==> config.mk <==
export PLATFORM = sky130hd
export DESIGN_NAME = mem_access
export DESIGN_NICKNAME = d
export VERILOG_FILES = /design/src/rtl/mem_pkg.sv /design/src/rtl/load_extend.sv /design/src/rtl/mem_access.sv
export SDC_FILE = /design/constraint.sdc
export NUM_CORES = 1
export LEC_CHECK = 0
export ABC_AREA = 1
export CORE_UTILIZATION = 25
export CTS_CLUSTER_SIZE = 16
export DETAILED_ROUTE_END_ITERATION = 16
export PLACE_DENSITY = 0.53
export SYNTH_ARGS = -nofsm -noshare
export SYNTH_HDL_FRONTEND = slang
export SYNTH_HIERARCHICAL = 1
export SYNTH_SLANG_ARGS = --single-unit
==> constraint.sdc <==
create_clock -name sys_clk -period 1.95 [get_ports sys_clk]
set_clock_uncertainty 0.2 [all_clocks]
set_input_delay 0.195 -clock sys_clk [delete_from_list [all_inputs] [get_ports sys_clk]]
set_output_delay 0.195 -clock sys_clk [all_outputs]
set_load 0.005 [all_outputs]
==> src/rtl/mem_pkg.sv <==
// mem_pkg: shared definitions for the memory-access stage.
//   - MIPS load/store opcode constants
//   - FSM state encoding (IDLE, BUSY, DONE)
//   - access size encoding (BYTE, HALF, WORD)
//   - opcode decode helpers for size and signedness
package mem_pkg;

  localparam logic [5:0] OP_LB  = 6'b100000;
  localparam logic [5:0] OP_LH  = 6'b100001;
  localparam logic [5:0] OP_LW  = 6'b100011;
  localparam logic [5:0] OP_LBU = 6'b100100;
  localparam logic [5:0] OP_LHU = 6'b100101;
  localparam logic [5:0] OP_SB  = 6'b101000;
  localparam logic [5:0] OP_SH  = 6'b101001;
  localparam logic [5:0] OP_SW  = 6'b101011;

  typedef enum logic [1:0] {IDLE, BUSY, DONE} state_t;
  typedef enum logic [1:0] {BYTE, HALF, WORD} size_t;

  // Unrecognised load/store opcodes fall back to a full word access.
  function automatic size_t op_size(input logic [5:0] op);
    case (op)
      OP_LB, OP_LBU, OP_SB: op_size = BYTE;
      OP_LH, OP_LHU, OP_SH: op_size = HALF;
      default:              op_size = WORD;
    endcase
  endfunction

  function automatic logic op_signed(input logic [5:0] op);
    op_signed = (op == OP_LB) || (op == OP_LH);
  endfunction

endpackage

==> src/rtl/load_extend.sv <==
// load_extend: selects the addressed byte/halfword lane of a little-endian
// bus word and sign- or zero-extends it to 32 bits. Purely combinational.
//   word      : captured 32-bit read data
//   offset    : byte offset within the word (addr[1:0])
//   size      : BYTE / HALF / WORD
//   is_signed : 1 = sign-extend, 0 = zero-extend
//   data      : extended result
module load_extend
  import mem_pkg::*;
(
  input  logic [31:0] word,
  input  logic [1:0]  offset,
  input  size_t       size,
  input  logic        is_signed,
  output logic [31:0] data
);

  logic [7:0]  lane_b;
  logic [15:0] lane_h;

  always_comb begin
    lane_b = 8'd0;
    lane_h = 16'd0;
    data   = word;
    case (offset)
      2'd0:    lane_b = word[7:0];
      2'd1:    lane_b = word[15:8];
      2'd2:    lane_b = word[23:16];
      default: lane_b = word[31:24];
    endcase
    lane_h = offset[1] ? word[31:16] : word[15:0];
    case (size)
      BYTE:    data = {{24{is_signed & lane_b[7]}}, lane_b};
      HALF:    data = {{16{is_signed & lane_h[15]}}, lane_h};
      default: data = word;
    endcase
  end

endmodule

==> src/rtl/mem_access.sv <==
// mem_access: memory-access stage downstream of execute. Runs one data-bus
// transaction per MIPS load/store with a ready handshake and timeout, and
// holds the pipeline with stall while the access is in flight.
//   sys_clk, rst_n      : clock, asynchronous active-low reset
//   is_load_store       : current instruction is a load or store
//   opcode, addr        : opcode and effective address from execute
//   store_data          : rt value for stores
//   load_data           : extended load result (DONE cycle of a load only)
//   stall               : pipeline hold request
//   addr_err            : misaligned access (combinational)
//   bus_err             : timeout abort, DONE cycle only
//   mem_req/we/addr/be/wdata : bus request side, stable while mem_req
//   mem_rdata, mem_ready     : bus response side
module mem_access
  import mem_pkg::*;
#(
  parameter int TIMEOUT = 16
) (
  input  logic        sys_clk,
  input  logic        rst_n,
  input  logic        is_load_store,
  input  logic [5:0]  opcode,
  input  logic [31:0] addr,
  input  logic [31:0] store_data,
  output logic [31:0] load_data,
  output logic        stall,
  output logic        addr_err,
  output logic        bus_err,
  output logic        mem_req,
  output logic        mem_we,
  output logic [31:0] mem_addr,
  output logic [3:0]  mem_be,
  output logic [31:0] mem_wdata,
  input  logic [31:0] mem_rdata,
  input  logic        mem_ready
);

  localparam logic [7:0] TO_LIMIT = 8'(TIMEOUT);

  state_t      state;
  logic [7:0]  cnt;
  size_t       size_q;
  logic        sign_q;
  logic [1:0]  off_q;

  size_t       acc_size;
  logic        misalign;
  logic        access_ok;
  logic [3:0]  acc_be;
  logic [31:0] acc_wdata;
  logic [31:0] ext_data;

  // Decode of the instruction presented by execute.
  always_comb begin
    acc_size  = op_size(opcode);
    misalign  = 1'b0;
    acc_be    = 4'b1111;
    acc_wdata = store_data;
    case (acc_size)
      BYTE: begin
        acc_be    = 4'b0001 << addr[1:0];
        acc_wdata = {4{store_data[7:0]}};
      end
      HALF: begin
        misalign  = addr[0];
        acc_be    = addr[1] ? 4'b1100 : 4'b0011;
        acc_wdata = {2{store_data[15:0]}};
      end
      default: misalign = |addr[1:0];
    endcase
  end

  assign addr_err  = is_load_store & misalign;
  assign access_ok = is_load_store & ~misalign;
  // DONE releases the pipeline for exactly one cycle.
  assign stall     = access_ok & (state != DONE);
  assign mem_req   = (state == BUSY);

  load_extend u_load_extend (
    .word      (mem_rdata),
    .offset    (off_q),
    .size      (size_q),
    .is_signed (sign_q),
    .data      (ext_data)
  );

  always_ff @(posedge sys_clk or negedge rst_n) begin
    if (!rst_n) begin
      state     <= IDLE;
      cnt       <= 8'd0;
      size_q    <= BYTE;
      sign_q    <= 1'b0;
      off_q     <= 2'd0;
      mem_we    <= 1'b0;
      mem_addr  <= 32'd0;
      mem_be    <= 4'd0;
      mem_wdata <= 32'd0;
      load_data <= 32'd0;
      bus_err   <= 1'b0;
    end else begin
      case (state)
        IDLE: begin
          load_data <= 32'd0;
          bus_err   <= 1'b0;
          if (access_ok) begin
            mem_addr  <= {addr[31:2], 2'b00};
            mem_we    <= opcode[3];
            mem_be    <= acc_be;
            mem_wdata <= acc_wdata;
            size_q    <= acc_size;
            sign_q    <= op_signed(opcode);
            off_q     <= addr[1:0];
            cnt       <= 8'd0;
            state     <= BUSY;
          end
        end
        BUSY: begin
          cnt <= cnt + 8'd1;
          // Ready in the final allowed cycle still completes normally.
          if (mem_ready) begin
            load_data <= mem_we ? 32'd0 : ext_data;
            state     <= DONE;
          end else if (cnt + 8'd1 == TO_LIMIT) begin
            bus_err <= 1'b1;
            state   <= DONE;
          end
        end
        default: begin
          load_data <= 32'd0;
          bus_err   <= 1'b0;
          state     <= IDLE;
        end
      endcase
    end
  end

endmodule

# Word level (Yosys, flattened, before mapping)
# Index checks and enable logic that the tools add are counted.
[classes]
n_addsub = 1
eq_ne = 18
n_shift = 1
mux = 20
bitwise = 6
n_reduce_logical = 13
[op_table]
columns = ["op", "n"]
rows = [
  ["$pmux 32 s2", 2],
  ["$mux 32", 3],
  ["$eq 6x6->1 const B", 6],
  ["$pmux 8 s3", 1],
  ["$mux 16", 1],
  ["$pmux 8 s2", 1],
  ["$add 8x1->8 const B", 1],
  ["$eq 2x1->1 const B", 4],
  ["$eq 8x5->1 const B", 1],
  ["$logic_not 2->1", 4],
  ["$mux 8", 1],
  ["$pmux 2 s2", 2],
  ["$pmux 4 s2", 1],
  ["$reduce_and 2->1", 4],
  ["$mux 2", 3],
  ["$ne 2x2->1 const B", 3],
  ["$reduce_or 3->1", 2],
  ["$and 1x1->1", 5],
  ["$mux 4", 1],
  ["$ne 2x1->1 const B", 2],
  ["$shl 1x2->4 const A", 1],
  ["$mux 1", 3],
  ["$ne 3x1->1 const B", 1],
  ["$eq 2x2->1 const B", 1],
  ["other kinds (5)", 5],
]
[totals]
ff_bits = 115
in_bits = 106
output_inout_bits = 105
wordCells = 70

# Longest topological paths before layout
# Gate-level depths: netlist of the first run.
[logic_depth]
ltp_word = 9
ltp_mapped = 11
depth_no_buf = 11

# Modules after synthesis
# The synthesis of the first run kept the hierarchy.
[modules_own_cells]
columns = ["module", "instances", "cells_per_inst", "area_each_um2"]
rows = [
  ["mem_access", 1, 630, 5082.4],
  ["load_extend", 1, 156, 733.2],
]

# Worst setup path before layout of the first run
# Ideal clock, no wire load.
[synth_timing]
path_type = "register -> register"
from = "register cnt[0]"
to = "register state[0]"
setup_ns = 0.130
arrival_ns = 1.249
t_required_ns = 1.620
slack_ns = 0.372
stages_incl_launch_ff = 12
n_path_buf = 0
cell_sequence = "dfrtp_1 -> ha_1 -> nand2_1 -> inv_1 -> nand2_1 -> nand2_1 -> nor2_1 -> nand2_1 -> nor2_1 -> nand2_1 -> nand2_1 -> nand2_1"
[synth_between]
elab_chain_cells = 4
[synth_lines]
columns = ["item", "line", "rtl"]
rows = [
  ["start, declared", "mem_access.sv:41", "logic [7:0] cnt;"],
  ["start signal, assigned", "mem_access.sv:118", "cnt <= cnt + 8'd1;"],
  ["$add 8x1->8", "mem_access.sv:123", "end else if (cnt + 8'd1 == TO_LIMIT) begin"],
  ["$eq 8x5->1", "mem_access.sv:123", ""],
  ["$ne 3x1->1 (no source line)", "--", ""],
  ["$reduce_and 2->1 (no source line)", "--", ""],
  ["end signal, assigned", "mem_access.sv:122", "state <= DONE;"],
  ["end signal, assigned", "mem_access.sv:125", "state <= DONE;"],
  ["end signal, assigned", "mem_access.sv:131", "state <= IDLE;"],
  ["end, declared", "mem_access.sv:40", "state_t state;"],
]
# Every way passes these cells.
# A chain may end at the register's enable or synchronous reset.

# Final worst setup path of the first run
[layout_timing]
from = "register state[0]"
to = "output port mem_req"
[layout_between]
elab_chain_cells = 1
[layout_lines]
columns = ["item", "line", "rtl"]
rows = [
  ["start signal, assigned", "mem_access.sv:89", "state <= IDLE;"],
  ["start signal, assigned", "mem_access.sv:114", "state <= BUSY;"],
  ["start signal, assigned", "mem_access.sv:122", ""],
  ["$eq 2x1->1", "mem_access.sv:77", "assign mem_req = (state == BUSY);"],
  ["end, declared", "mem_access.sv:29", "output logic mem_req,"],
]
# Every way passes these cells.

==> flow_metrics.py, run 1 <==
metrics = {
    "sta": {
        "finalSetupTns_ns": 0,
        "rsz0062_at_grt": "no",
        "worst_slew_pin_slew_ns": 0.509,
        "max_freq_mhz": 541,
        "drv_slew": 0,
        "relSlewSlack_pct": 66.1,
        "hold_viol_final": 0,
        "fin_hold_ws_ns": 0.115,
        "period_needed_ns": 1.85,
        "setup_viol": 0,
        "min_period_over_period_pct": 94.7,
    },
    "clock_network": {
        "tritoncts": "yes",
        "path_clk_slew_ns": 0.06,
        "cts_inserted_buffers": 17,
        "clockBufferDepth": 2,
        "cts_sinks": 115,
        "insertion_delay_ns": 0.41,
        "htreeDepth": 4,
        "cts_root_buffer": "clkbuf_16",
    },
    "power": {
        "p_total_w": 0.00951,
        "leakage_nw": 4.43,
        "ir_worst_vdd_v": 0.000483,
        "powerDensity_mw_per_mm2": 1060,
    },
    "routing": {
        "vias": 5847,
        "firstDrtPassIters": 4,
        "drt-initial-drc-count": 267,
        "ant_nets": 0,
        "drt-wirelength-per-cell_um": 15.1,
        "routed_via_density": 4.47,
        "drc": 0,
        "wl_mm": 19.7,
    },
    "setup_path": {
        "arrival_ns": 1.45,
        "critPathCaptureType": "primary output",
        "critPathLaunchType": "register",
        "cp-startpoint": "state[0]$_DFFE_PN0P_",
        "r2r_start": "cnt[0]$_DFFE_PN0P_",
        "required_ns": 1.55,
        "critPathMaxFanout": 2,
        "crit_type": "reg -> out",
    },
    "synth": {
        "yosys.area.top_type": "dfrtp_1",
        "ys_seq_elements": 115,
        "syn_area_mm2": 0.00582,
        "synth-edff-count": 0,
        "synthTopCellsByCount": "405 x nand2_1, 115 x dfrtp_1, 69 x nand3_1, 58 x o21ai_0, 37 x inv_1",
        "synth_most_common_cell": "nand2_1",
        "synth.distinct_cells": 30,
        "synthFlopType": "dfrtp_1",
        "yosysSeqAreaShare_pct": 49.5,
        "synthArstFlopShare_pct": 100,
        "yosys_warnings": 6,
        "synth_top_cells_by_area": "dfrtp_1 49%, nand2_1 26%, nand3_1 5.9%",
        "synthCells": 786,
        "synth_area_per_cell_um2": 7.40,
        "synth.top_cell.area_share_pct": 49.5,
    },
    "place": {
        "io_buffer_count": 208,
        "hpwl_mm": 14.0,
        "finalWeightedCongestion": 0.913,
    },
    "floorplan": {
        "die_x_um": 155,
        "pin_count": 211,
        "floorplan.initialDensity_pct": 25.6,
        "coreArea_mm2": 0.0227,
        "core.rowCount": 55,
        "dieArea_mm2": 0.0239,
        "die_h_um": 155,
    },
    "layout": {
        "drive_gt1_share_pct": 8.89,
        "final_core_util_pct": 39.6,
        "num_antenna_cells": 0,
        "num-nets-final": 1118,
        "syn2layout_area_growth_pct": 54.6,
    },
    "min_path": {
        "min_from": "addr[12]",
        "hold_class": "in -> reg",
    },
    "global_route": {
        "grt_pass1_vias": 5837,
        "grt_overflow_total": 0,
        "antenna_found_initial": 0,
        "grt_max_degree": 79,
        "grt.total_usage_pct": 17.1,
        "grt_pass1_wl_mm": 31.5,
    },
    "job": {
        "drv_cap": 0,
    },
    "status": {
        "status": "completed",
    },
}
-- where the power goes --
part	switching, W	internal [W]
Sequential	0.000382	0.00294
Clock	0.00112	0.00207
Combinational	0.00139	0.00160
-- final cells by class --
type | instances | area, µm²
Clock inverter | 10 | 131
Inverter | 42 | 158
Timing Repair Buffer | 248 | 2450
Clock buffer | 22 | 464
Multi-Input combinational cell | 587 | 2550
Sequential cell | 115 | 2880
Fill cell | 2363 | 13700
Tap cell | 285 | 357
-- state kept, by name (all words and copies together) (netlist names) --
name and cells:
off_q 2, mem_wdata 32, bus_err 1, cnt 8, mem_we 1, size_q 2, state 2, mem_be 4
load_data 32, sign_q 1, mem_addr 30
-- per-layer routing --
metal | vias to the layer above | share of wire [%] | GRT usage [%]
met5 | - | 0.025 | 0
met4 | 2 | 1.2 | 5.42
met2 | 214 | 43 | 25.3
met3 | 20 | 9.1 | 6.22
met1 | 2692 | 47 | 23.0
li1 | 2919 | - | -
-- timing repair --
item,in CTS,in global routing
setup buffers,4,0
gates resized for setup,15,0
setup endpoints to repair,3,0
hold buffers,1,0
endpoints found under the hold margin,115,0
-- worst max-delay path: stages, from the launching register on --
cell	delay, ns
dfrtp_1	0.34
inv_1	0.08
nor2_4	0.12
clkdlybuf4s50_1	0.50
-- placed cells by master, fill, tap and decap left out, types with 8 or more instances in the layout --
| cell | netlist | layout |
|---|---|---|
| inv_1 | 37 | 36 |
| clkbuf_16 | 0 | 17 |
| o21ai_0 | 58 | 58 |
| buf_4 | 5 | 34 |
| dfrtp_1 | 115 | 115 |
| o211ai_1 | 8 | 8 |
| a21oi_1 | 11 | 10 |
| nor2_1 | 13 | 13 |
| nand3_1 | 69 | 69 |
| nand2_1 | 405 | 404 |
| clkdlybuf4s50_1 | 0 | 200 |
-- worst paths after layout --
check | endpoint | slack [ns] | cells past startpoint
worst max-delay path | mem_req | 0.10 | 3
worst max register to register | state[0]$_DFFE_PN0P_ | 0.18 | 11
max in group asynchronous | load_data[7]$_DFFE_PN0N_ | 0.93 | 3
worst min-delay path | mem_addr[12]$_DFFE_PN0P_ | 0.12 | 3
worst min register to register | mem_addr[20]$_DFFE_PN0P_ | 0.28 | 2
min in group asynchronous | cnt[0]$_DFFE_PN0P_ | 0.19 | 3
-- per-stage QoR --
stage,instance area (µm²),setup WS (ns),cells
detailed placement,8340,-0.421,1272
CTS,8990,0.0649,1309
global route,8990,0.0211,1309
global placement,8340,-0.411,1272
finish,8990,0.103,1309
floorplan,5820,0.372,787
-- logic make-up after synthesis --
logic type	count (synthesis)	synth area share, %
AO/OA/AOI/OAI	81	7.51
AND/OR/NAND/NOR	502	35.5
XOR/XNOR	1	0.151
other	1	0.0645
flip-flops	115	49.5
buffers and inverters	85	7.10
adder cells (fa/ha/maj)	1	0.215
No activity file was read; power rests on OpenSTA's default activity.
==> inputs of run 2 (changes only) <==
--- a/config.mk
+++ b/config.mk
@@ -6,10 +6,10 @@
 export NUM_CORES = 1
 export LEC_CHECK = 0
 export ABC_AREA = 1
-export CORE_UTILIZATION = 25
+export CORE_UTILIZATION = 45
 export CTS_CLUSTER_SIZE = 16
 export DETAILED_ROUTE_END_ITERATION = 16
-export PLACE_DENSITY = 0.53
+export PLACE_DENSITY = 0.84
 export SYNTH_ARGS = -nofsm -noshare
 export SYNTH_HDL_FRONTEND = slang
 export SYNTH_HIERARCHICAL = 1
==> flow_metrics.py, run 2 (synthesized netlist as in run 1, its figures left out) <==
metrics = {
    "place": {
        "finalWeightedCongestion": 0.894,
        "hpwl_mm": 12.2,
        "place_area_mm2": 0.00822,
        "io_buffer_count": 208,
        "dpl.cell_count": 1159,
    },
    "global_route": {
        "grt_pass1_wl_mm": 27.8,
        "grt_max_degree": 47,
        "grt_pass1_vias": 5784,
        "grt.total_usage_pct": 27.4,
        "antenna_found_initial": 0,
        "grt_overflow_total": 0,
    },
    "clock_network": {
        "cts_inserted_buffers": 17,
        "htreeDepth": 4,
        "insertion_delay_ns": 0.41,
        "clockBufferDepth": 2,
        "tritoncts": "yes",
        "cts_root_buffer": "clkbuf_16",
        "cts_sinks": 115,
        "path_clk_slew_ns": 0.05,
    },
    "sta": {
        "relSlewSlack_pct": 55.6,
        "rsz0062_at_grt": "no",
        "period_needed_ns": 1.86,
        "setup_viol": 0,
        "max_freq_mhz": 538,
        "worst_slew_pin_slew_ns": 0.664,
        "min_period_over_period_pct": 95.4,
        "fin_hold_ws_ns": 0.109,
        "hold_viol_final": 0,
        "drv_slew": 0,
    },
    "routing": {
        "drc": 0,
        "drt-wirelength-per-cell_um": 14.6,
        "wl_mm": 17.3,
        "drt-initial-drc-count": 605,
        "routed_via_density": 5.08,
        "firstDrtPassIters": 9,
        "ant_nets": 0,
        "vias": 6048,
    },
    "floorplan": {
        "die_h_um": 116,
        "floorplan.initialDensity_pct": 46.1,
        "core.rowCount": 41,
        "pin_count": 211,
        "coreArea_mm2": 0.0126,
        "dieArea_mm2": 0.0134,
        "die_x_um": 116,
    },
    "setup_path": {
        "reg2reg_to": "load_data[21]$_DFFE_PN0N_",
        "critPathLaunchType": "input pin",
        "crit_type": "in -> out",
        "cp-startpoint": "opcode[0]",
        "critPathMaxFanout": 3,
        "r2r_cells": 8,
        "critPathCaptureType": "primary output",
        "r2r_start": "off_q[1]$_DFFE_PN0P_",
        "required_ns": 1.55,
        "timing.reg2reg.setup_slack_ns": 0.19,
        "arrival_ns": 1.47,
    },
    "layout": {
        "final_core_util_pct": 70.0,
        "fin_area_mm2": 0.00883,
        "largestRegisters": "load_data (32), mem_wdata (32), mem_addr (30)",
        "final_common_cell": "nand2_1",
        "syn2layout_area_growth_pct": 51.9,
        "stdcell_count": 1190,
        "drive_gt1_share_pct": 8.45,
        "num-nets-final": 1116,
        "num_antenna_cells": 0,
        "final_cell_mix": "404 x nand2_1, 204 x clkdlybuf4s50_1, 114 x dfrtp_1",
    },
    "power": {
        "powerDensity_mw_per_mm2": 1060,
        "p_total_w": 0.00940,
        "ir_worst_vdd_v": 0.000633,
        "leakage_nw": 4.42,
    },
    "min_path": {
        "hold_end": "mem_addr[26]$_DFFE_PN0P_",
        "min_from": "addr[26]",
        "whs_path_depth": 3,
        "hold_class": "in -> reg",
    },
    "status": {
        "status": "completed",
    },
    "job": {
        "drv_cap": 0,
    },
}
==> run 2: how the worst max path moves through the flow <==
| stage | to | slack [ns] | cells past startpoint |
|---|---|---|---|
| final | addr_err | 0.09 | 6 |
| after global routing | addr_err | 0.002 | 6 |
| after CTS | addr_err | 0.009 | 6 |
| after detailed placement | addr_err | -0.28 | 6 |
| after global placement | stall | -0.24 | 9 |
| after floorplan | state[0]$_DFFE_PN0P_ | 0.37 | 11 |
==> run 2: layout make-up <==
class	count	area, µm²
fill	1033	3790
tap	172	215
multi-input combinational	587	2530
clock buffer	23	508
clock inverter	5	75.1
inverter	42	158
sequential	115	2880
timing repair buffer	246	2470
==> run 2: what timing repair did <==
action / 4_1_cts / 5_1_grt
endpoints found under the setup margin: 3 / 7
pin swaps: 1 / 0
hold buffers: 2 / 0
endpoints found under the hold margin: 115 / 0
setup buffers: 1 / 0
gates resized for setup: 3 / 6
==> run 2: per-layer routing <==
layer  vias to the layer above  share of wire [%]  GRT usage (%)  wire length, µm
met5                         -                  0              0                0
met4                         0                2.7           11.4              470
li1                       2911                  -              -                -
met2                       323                 47           45.6             8090
met1                      2751                 40           32.1             6880
met3                        63                 11           9.88             1910
==> run 2: power by group <==
group / internal (W) / switching, W
registers: 0.00295 / 0.000394
logic: 0.00161 / 0.00138
clock network: 0.00204 / 0.00103
==> run 2: through the flow <==
step,TNS (ns),setup slack [ns]
floorplan,0,0.372
finish,0,0.0899
detailed placement,-8.17,-0.284
CTS,0,0.00860
global route,0,0.00191
global placement,-4.51,-0.239
==> run 2: critical path: stages <==
cell,delay [ns]
clkdlybuf4s50_1,0.48
inv_1,0.06
nor3_2,0.23
nand2_2,0.10
a21boi_1,0.14
clkdlybuf4s15_1,0.25
